### src/rtl/pc_seq_pkg.sv
// Shared types for the GCD program-counter sequencer: branch opcodes,
// sequencer states and next-PC source selects.
package pc_seq_pkg;

    localparam int BR_W = 4;

    typedef enum logic [BR_W-1:0] {
        OP_NOP  = 4'd0,
        OP_WAIT = 4'd1,
        OP_BNZ  = 4'd2,
        OP_RST  = 4'd3,
        OP_JMP  = 4'd4,
        OP_BNEG = 4'd5,
        OP_BZ   = 4'd6,
        OP_CALL = 4'd7,
        OP_RET  = 4'd8,
        OP_HALT = 4'd9
    } br_op_e;

    typedef enum logic [1:0] {
        ST_IDLE,
        ST_RUN,
        ST_HALTED,
        ST_FAULT
    } seq_state_e;

    typedef enum logic [3:0] {
        SEL_INC    = 4'd0,
        SEL_HOLD   = 4'd1,
        SEL_BRANCH = 4'd2,
        SEL_RESET  = 4'd3,
        SEL_RETURN = 4'd4
    } pc_sel_e;

endpackage

### src/rtl/pc_stack.sv
// Call/return LIFO of STACK_DEPTH return addresses; the caller guards
// push/pop with full/empty, and clear empties it logically.
module pc_stack #(
    parameter int PC_W        = 8,
    parameter int STACK_DEPTH = 4
) (
    input  logic                               clk,
    input  logic                               rst_n,
    input  logic                               clear,
    input  logic                               push,
    input  logic                               pop,
    input  logic [PC_W-1:0]                    din,
    output logic [PC_W-1:0]                    top,
    output logic [$clog2(STACK_DEPTH+1)-1:0]   level,
    output logic                               full,
    output logic                               empty
);

    localparam int LVL_W = $clog2(STACK_DEPTH + 1);
    localparam int IDX_W = (STACK_DEPTH > 1) ? $clog2(STACK_DEPTH) : 1;

    logic [PC_W-1:0]  mem [STACK_DEPTH];
    logic [IDX_W-1:0] wr_idx;
    logic [IDX_W-1:0] rd_idx;

    assign full   = (level == LVL_W'(STACK_DEPTH));
    assign empty  = (level == '0);
    assign wr_idx = IDX_W'(level);
    assign rd_idx = IDX_W'(level - LVL_W'(1));
    assign top    = mem[rd_idx];

    always_ff @(posedge clk or negedge rst_n) begin
        if (!rst_n) begin
            level <= '0;
        end else if (clear) begin
            level <= '0;
        end else if (push && !full) begin
            level <= level + LVL_W'(1);
        end else if (pop && !empty) begin
            level <= level - LVL_W'(1);
        end
    end

    // Entries need no reset: only slots below level are ever read.
    always_ff @(posedge clk) begin
        if (push && !full) begin
            mem[wr_idx] <= din;
        end
    end

endmodule

### src/rtl/pc_sequencer.sv
// Registered PC sequencer with run/halt/fault control and call/return stack.
// Optional PC_SEQ_PERF_EN adds a saturating taken-branch counter.
module pc_sequencer #(
    parameter int PC_W        = 8,
    parameter int STACK_DEPTH = 4,
    parameter int BR_W        = 4
) (
    input  logic                               clk,
    input  logic                               rst_n,
    input  logic                               start,
    input  logic                               zero_flag,
    input  logic                               neg_flag,
    input  logic [BR_W-1:0]                    branch_instruction,
    input  logic [PC_W-1:0]                    branch_addr,
    output logic [PC_W-1:0]                    pc,
    output logic [3:0]                         sel,
    output logic                               running,
    output logic                               halted,
    output logic                               fault,
`ifdef PC_SEQ_PERF_EN
    output logic [15:0]                        taken_count,
`endif
    output logic [$clog2(STACK_DEPTH+1)-1:0]   stack_level
);

    import pc_seq_pkg::*;

    seq_state_e      state;
    seq_state_e      state_nx;
    pc_sel_e         sel_c;
    logic [PC_W-1:0] pc_nx;
    logic [PC_W-1:0] pc_inc;
    logic [PC_W-1:0] stack_top;
    logic            push;
    logic            pop;
    logic            clear;
    logic            stack_full;
    logic            stack_empty;

    pc_stack #(
        .PC_W        (PC_W),
        .STACK_DEPTH (STACK_DEPTH)
    ) u_stack (
        .clk   (clk),
        .rst_n (rst_n),
        .clear (clear),
        .push  (push),
        .pop   (pop),
        .din   (pc_inc),
        .top   (stack_top),
        .level (stack_level),
        .full  (stack_full),
        .empty (stack_empty)
    );

    assign pc_inc  = pc + PC_W'(1);
    assign sel     = sel_c;
    assign running = (state == ST_RUN);
    assign halted  = (state == ST_HALTED);
    assign fault   = (state == ST_FAULT);

    always_ff @(posedge clk or negedge rst_n) begin
        if (!rst_n) begin
            state <= ST_IDLE;
            pc    <= '0;
        end else begin
            state <= state_nx;
            pc    <= pc_nx;
        end
    end

    always_comb begin
        state_nx = state;
        pc_nx    = pc;
        sel_c    = SEL_HOLD;
        push     = 1'b0;
        pop      = 1'b0;
        clear    = 1'b0;
        unique case (state)
            ST_IDLE: begin
                pc_nx = '0;
                if (start) state_nx = ST_RUN;
            end
            ST_RUN: begin
                sel_c = SEL_INC;
                pc_nx = pc_inc;
                case (branch_instruction)
                    OP_WAIT: begin
                        if (!start) begin
                            sel_c = SEL_HOLD;
                            pc_nx = pc;
                        end
                    end
                    OP_BNZ: begin
                        if (!zero_flag) begin
                            sel_c = SEL_BRANCH;
                            pc_nx = branch_addr;
                        end
                    end
                    OP_RST: begin
                        sel_c = SEL_RESET;
                        pc_nx = '0;
                        clear = 1'b1;
                    end
                    OP_JMP: begin
                        sel_c = SEL_BRANCH;
                        pc_nx = branch_addr;
                    end
                    OP_BNEG: begin
                        if (neg_flag) begin
                            sel_c = SEL_BRANCH;
                            pc_nx = branch_addr;
                        end
                    end
                    OP_BZ: begin
                        if (zero_flag) begin
                            sel_c = SEL_BRANCH;
                            pc_nx = branch_addr;
                        end
                    end
                    // Overflow/underflow freeze the PC where the bad op sits for debug.
                    OP_CALL: begin
                        if (stack_full) begin
                            sel_c    = SEL_HOLD;
                            pc_nx    = pc;
                            state_nx = ST_FAULT;
                        end else begin
                            push  = 1'b1;
                            sel_c = SEL_BRANCH;
                            pc_nx = branch_addr;
                        end
                    end
                    OP_RET: begin
                        if (stack_empty) begin
                            sel_c    = SEL_HOLD;
                            pc_nx    = pc;
                            state_nx = ST_FAULT;
                        end else begin
                            pop   = 1'b1;
                            sel_c = SEL_RETURN;
                            pc_nx = stack_top;
                        end
                    end
                    OP_HALT: begin
                        sel_c    = SEL_HOLD;
                        pc_nx    = pc;
                        state_nx = ST_HALTED;
                    end
                    default: begin
                    end
                endcase
            end
            ST_HALTED: begin
                if (!start) begin
                    state_nx = ST_IDLE;
                    pc_nx    = '0;
                end
            end
            default: begin
            end
        endcase
    end

`ifdef PC_SEQ_PERF_EN
    always_ff @(posedge clk or negedge rst_n) begin
        if (!rst_n) begin
            taken_count <= '0;
        end else if (sel_c == SEL_RESET) begin
            taken_count <= '0;
        end else if ((sel_c == SEL_BRANCH || sel_c == SEL_RETURN) && taken_count != 16'hFFFF) begin
            taken_count <= taken_count + 16'd1;
        end
    end
`endif

endmodule

### config.mk
export PLATFORM = sky130hd
export DESIGN_NAME = pc_sequencer
export DESIGN_NICKNAME = d
export VERILOG_FILES = /design/src/rtl/pc_seq_pkg.sv /design/src/rtl/pc_stack.sv /design/src/rtl/pc_sequencer.sv
export SDC_FILE = /design/constraint.sdc
export NUM_CORES = 1
export LEC_CHECK = 0
export CORE_UTILIZATION = 59
export DETAILED_ROUTE_END_ITERATION = 10
export PLACE_DENSITY = 0.84
export SETUP_SLACK_MARGIN = 0.2
export SLEW_MARGIN = 20
export SYNTH_ARGS = -nofsm -noshare
export SYNTH_HDL_FRONTEND = slang
export SYNTH_HIERARCHICAL = 1
export SYNTH_SLANG_ARGS = --single-unit
### constraint.sdc
create_clock -name clk -period 5.23 [get_ports clk]
set_input_delay 0.7845 -clock clk [delete_from_list [all_inputs] [get_ports clk]]
set_output_delay 0.7845 -clock clk [all_outputs]
set_load 0.02 [all_outputs]
==> results.yml, run 1 <==
layout:
  diodes: 0
  layout_commonest_cell: "clkdlybuf4s50_1"
  postLayoutCellArea_um2: 2940
  fin_nets: 257
  layout_common_cells: "clkdlybuf4s50_1, edfxtp_1, inv_1"
  final_layout_size_suffix_gt1_share_pct: 13.2
  area.growth.synth_to_final_pct: 18.6
  fin_util_pct: 73.1
min_path:
  hold_depth: 1
  hp-start: "pc[7]"
  hp-class: "flop to flop"
  min_to: "pc[7]"
global_route:
  antenna_found_initial: 0
  grt_max_degree: 17
  grt_pass1_vias: 1645
  grt_pass1_wl_um: 8080
  grt_usage_pct: 25.5
  grt-ovfl-total: 0
synth:
  yosysWarnings: 6
  synthesis.nets: 223
  async_flop_share_pct: 28.9
  syn-cell-area_um2: 2480
  synth_top_area_share_pct: 38.7
  synth_seq_cells: 45
  postSynthCellCount: 200
  ys_seq_area_share_pct: 51.8
  synth_top_cells_by_area: "edfxtp_1, dfrtp_1, mux4_2, inv_1, a22o_1"
  synth_area_per_cell_um2: 12.4
  synth-edff-count: 32
  post-synth-top-area-cell: "edfxtp_1"
  synth_ff_type: "edfxtp_1"
  synth_cell_types: 49
timing:
  rsz0062_at_grt: "no"
  min_period_ps: 3920
  tightest_slew_ps: 680
  timing.fmax_ghz: 0.255
  tns_ps: 0
  finalSetupViolCount: 0
  min_period_over_period_pct: 74.9
  relSlewSlack_pct: 54.6
  fin_skew_ps: 4.47
  finalMaxSlewViolations: 0
  hold_viol: 0
clock_network:
  cts-root-buf: "clkbuf_8"
  clockBufferDepth: 2
  clock_latency_ps: 300
  cts_buffers: 5
  hold_buffers: 0
  cts_sinks: 45
  path_clk_slew_ps: 90
  cts_tree: "built"
  cts_resized: 0
  cts_setup_buffers: 0
  htree_levels: 2
worst_setup_path:
  cp-end-kind: "primary output"
  timing.rr.start: "u_stack/level[1]"
  rr_worst_depth: 8
  cp_max_fo: 13
  r2r_slack_ps: 2770
  worstSetupStartpointType: "input pin"
  worstPathArrival_ps: 3130
  cp_data_required_time_ps: 4450
  reg2reg_to: "u_stack/mem[3][3]"
  worst-setup-path-type: "input pin to primary output"
floorplanning:
  initial_core_util_pct: 61.6
  die-area_um2: 4470
  die_h_um: 66.9
  coreArea_um2: 4030
  num_io_pins: 35
  die_x_um: 66.9
  rows: 23
route:
  routed_wl_um: 5090
  detail_route.iter0.violations: 157
  drt-wirelength-per-cell_um: 17.8
  drt-pass1-iter-count: 4
  post-route-drc-count: 0
  via_per_inst: 6.07
  num_vias: 1731
  postRouteAntennaNets: 0
place:
  numPortBuffers: 33
  gp_congestion: 0.827
  placed_area_um2: 2830
  hpwlAfterDp_um: 3600
pwr:
  peakVddDrop_mv: 0.388
  cellLeakagePower_nw: 1.17
  power_density_nw_per_um2: 454
outcome:
  status: "completed"
run:
  maxCapViolations: 0
[how the worst max path moves through the flow]
stage          slack, ps      to             startpoint
5_1_grt             1180  sel[0]  branch_instruction[2]
2_1_floorplan       2160  sel[0]       u_stack/level[0]
3_5_place_dp        1350  sel[0]  branch_instruction[2]
3_3_place_gp        1350  sel[0]  branch_instruction[2]
4_1_cts             1330  sel[0]  branch_instruction[2]
6_report            1310  sel[0]  branch_instruction[2]
[metrics by stage]
stage          total power [mW]  instances  worst slack, ps  hold slack, ps
2_1_floorplan             0.888        200             2160             489
3_3_place_gp               1.06        277             1350             546
3_5_place_dp               1.06        277             1350             557
4_1_cts                    1.34        285             1330             578
5_1_grt                    1.40        285             1180             602
6_report                   1.34        285             1310             577
[kinds of logic after synthesis]
family,after synthesis,synth area share [%]
and+or+nand+nor,49,11.7
AOI/OAI and AO/OA,45,15.0
DFF,45,51.8
buffers and inverters,35,6.75
muxes,12,9.12
xor gates and xnor gates,7,2.47
adders and majority gates,6,3.02
other,1,0.151
[power breakdown]
| group | switching, mW | internal [mW] | total [mW] |
|---|---|---|---|
| registers | 0.0583 | 0.457 | 0.515 |
| clock network | 0.127 | 0.146 | 0.273 |
| logic | 0.288 | 0.260 | 0.548 |
| total | 0.474 | 0.862 | 1.34 |
[critical path: stages]
cell and delay [ps]:
clkdlybuf4s50_1 590, and3_1 300, o2bb2ai_1 140, a22o_1 270, nor2_2 330, o21ai_0 170
clkdlybuf4s50_1 560
[state kept, by name, indices dropped and copies added, names as in the netlist]
signal and flops:
pc 8, u_stack/mem 32, u_stack/level 3, state 2
[cell usage after synthesis, drive strengths merged (3+ instances only)]
| master | n |
|---|---|
| xor2 | 4 |
| nor2 | 5 |
| and2 | 5 |
| ha | 6 |
| edfxtp | 32 |
| nand2b | 3 |
| nand3 | 4 |
| a21oi | 6 |
| nand2 | 14 |
| mux4 | 8 |
| a22o | 11 |
| dfrtp | 13 |
| inv | 26 |
| and3 | 5 |
| o21ai | 5 |
| o221ai | 9 |
| buf | 9 |
| xnor2 | 3 |
| nand3b | 3 |
[layer usage]
| metal | GRT usage (%) | routed length [µm] |
|---|---|---|
| met1 | 37.5 | 2320 |
| met2 | 37.2 | 2430 |
| met3 | 4.79 | 264 |
| met4 | 9.57 | 65 |
| met5 | 0 | 0 |
[layout make-up]
class | count | area, µm²
Inverter | 26 | 97.6
Clock buffer | 5 | 68.8
Clock inverter | 3 | 47.5
Multi-Input combinational cell | 120 | 1030
Tap cell | 50 | 62.6
Sequential cell | 45 | 1290
Timing Repair Buffer | 36 | 353
Fill cell | 288 | 1080
(Power assumes the default switching activity.)
==> inputs of run 2 (changes only) <==
--- a/config.mk
+++ b/config.mk
@@ -5,9 +5,9 @@
 export SDC_FILE = /design/constraint.sdc
 export NUM_CORES = 1
 export LEC_CHECK = 0
-export CORE_UTILIZATION = 59
+export CORE_UTILIZATION = 49
 export DETAILED_ROUTE_END_ITERATION = 10
-export PLACE_DENSITY = 0.84
+export PLACE_DENSITY = 0.75
 export SETUP_SLACK_MARGIN = 0.2
 export SLEW_MARGIN = 20
 export SYNTH_ARGS = -nofsm -noshare
==> constraint.sdc (replaced) <==
create_clock -name clk -period 3.5 [get_ports clk]
set_input_delay 0.525 -clock clk [delete_from_list [all_inputs] [get_ports clk]]
set_output_delay 0.525 -clock clk [all_outputs]
set_load 0.02 [all_outputs]
==> results.yml, run 2 (synthesis gave the netlist of run 1 again) <==
layout:
  multi_input_area_um2: 1030
  largestRegisters: "u_stack/mem: 32 flops, pc: 8 flops, u_stack/level: 3 flops"
  fin_util_pct: 62.7
  final_layout_size_suffix_gt1_share_pct: 14.6
  postLayoutCellArea_um2: 3000
  fin_nets: 262
  largest_reg_flops: 32
  instances_no_fill: 307
  seq_area_um2: 1290
  largest-register: "u_stack/mem"
  diodes: 0
  area.growth.synth_to_final_pct: 20.9
  layout_commonest_cell: "clkdlybuf4s50_1"
  fillers: 368
  layout_common_cells: "clkdlybuf4s50_1, edfxtp_1, inv_1"
route:
  drt-pass1-iter-count: 4
  num_vias: 1716
  via_per_inst: 5.59
  drt-wirelength-per-cell_um: 16.7
  detail_route.iter0.violations: 113
  routed_wl_um: 5140
  post-route-drc-count: 0
  postRouteAntennaNets: 0
worst_setup_path:
  cp-end-kind: "primary output"
  critPathTopFamily: "buffers and inverters"
  cpMaxStageDelayCell: "clkdlybuf4s50_1"
  worstPathArrival_ps: 2570
  path_buf_inv: 3
  cp_max_fo: 6
  worst-setup-path-type: "flop to primary output"
  cp_data_required_time_ps: 2970
  worstSetupStartpointType: "flop"
  path_cells: "inv_1 > ha_1 > nand2_1 > inv_1 > and3_1 > o2bb2ai_1 > a22o_1 > nor2_4 > o21ai_0 > clkdlybuf4s50_1"
  cp_slowest_stage_delay_ps: 550
  crit_top_cell: "inv_1"
clock_network:
  cts_buffers: 5
  clock_latency_ps: 290
  cts_tree: "built"
  htree_levels: 2
  cts-root-buf: "clkbuf_8"
  clockBufferDepth: 2
  cts_sinks: 45
  hold_buffers: 0
  path_clk_slew_ps: 80
global_route:
  antenna_found_initial: 0
  grt_max_degree: 15
  grt_pass1_vias: 1700
  grt_usage_pct: 20.8
  grt-ovfl-total: 0
  grt_pass1_wl_um: 8270
outcome:
  status: "completed"
timing:
  min_period_ps: 3090
  hold_viol: 0
  tns_ps: 0
  timing.fmax_ghz: 0.323
  finalSetupViolCount: 0
  relSlewSlack_pct: 53.4
  min_period_over_period_pct: 88.4
  finalMaxSlewViolations: 0
  tightest_slew_ps: 697
  rsz0062_at_grt: "no"
  fin_skew_ps: 5.36
floorplanning:
  rows: 25
  initial_core_util_pct: 51.9
  die-area_um2: 5350
  num_io_pins: 35
  coreArea_um2: 4790
  die_h_um: 73.2
  die_x_um: 73.2
run:
  maxCapViolations: 0
place:
  hpwlAfterDp_um: 3590
  numPortBuffers: 33
  dp.cells: 298
  placed_area_um2: 2880
  gp_congestion: 0.929
pwr:
  power_density_nw_per_um2: 659
  power_mw: 1.98
  cellLeakagePower_nw: 1.19
  peakVddDrop_mv: 0.488
min_path:
  hp-class: "flop to flop"
## run 2: worst reg2reg max path, stage by stage, from the launching register on
cell and delay (ps):
dfrtp_1 440, inv_1 110, ha_1 220, nand2_1 70, inv_1 50, nor4_1 350
a21boi_4 280, and2_1 460
## run 2: power breakdown
group / switching [mW] / internal (mW) / leakage [nW]
Clock: 0.173 / 0.210 / 0.0518
Combinational: 0.426 / 0.400 / 0.679
Sequential: 0.0874 / 0.682 / 0.459
Total: 0.687 / 1.29 / 1.19
## run 2: final cells by class
type                    instances  share of cell area [%]
well taps                      67                    2.79
clock inverters                 3                    1.38
repair buffers                 41                    13.0
multi-input cells             120                    34.4
clock buffers                   5                    2.29
inverters                      26                    3.25
flip-flops and latches         45                    42.9
## run 2: metal layers
layer	global-route usage, %	vias to the layer above	share of wire [%]
li1	-	821	-
met1	28.9	854	46
met2	33.1	36	49
met3	3.59	5	3.8
met4	7.19	0	0.82
met5	0	-	0
## run 2: path summary, 6_finish.rpt
path | from | endpoint | slack (ps) | depth (start not counted)
hold reg to reg | pc[7] | pc[7] | 550 | 1
setup / recovery | u_stack/level[1] | sel[0] | 410 | 10
hold / removal | pc[7] | pc[7] | 550 | 1
setup reg to reg | u_stack/level[1] | u_stack/mem[3][6] | 1170 | 7
max in group asynchronous | rst_n | pc[6] | 2410 | 1
min in group asynchronous | rst_n | u_stack/level[2] | 650 | 1
## run 2: stage by stage
| stage | worst slack, ps | hold WS (ps) |
|---|---|---|
| after global placement | 235 | 539 |
| after floorplan | 685 | 229 |
| after CTS | 223 | 558 |
| after detailed placement | 176 | 539 |
| final | 406 | 555 |
| after global routing | 276 | 565 |
## run 2: repair_timing
item                       in CTS  in global routing
gates resized for setup         1                  0
setup endpoints to repair       1                  1
pin swaps                       0                  1
buffers inserted                0                  1
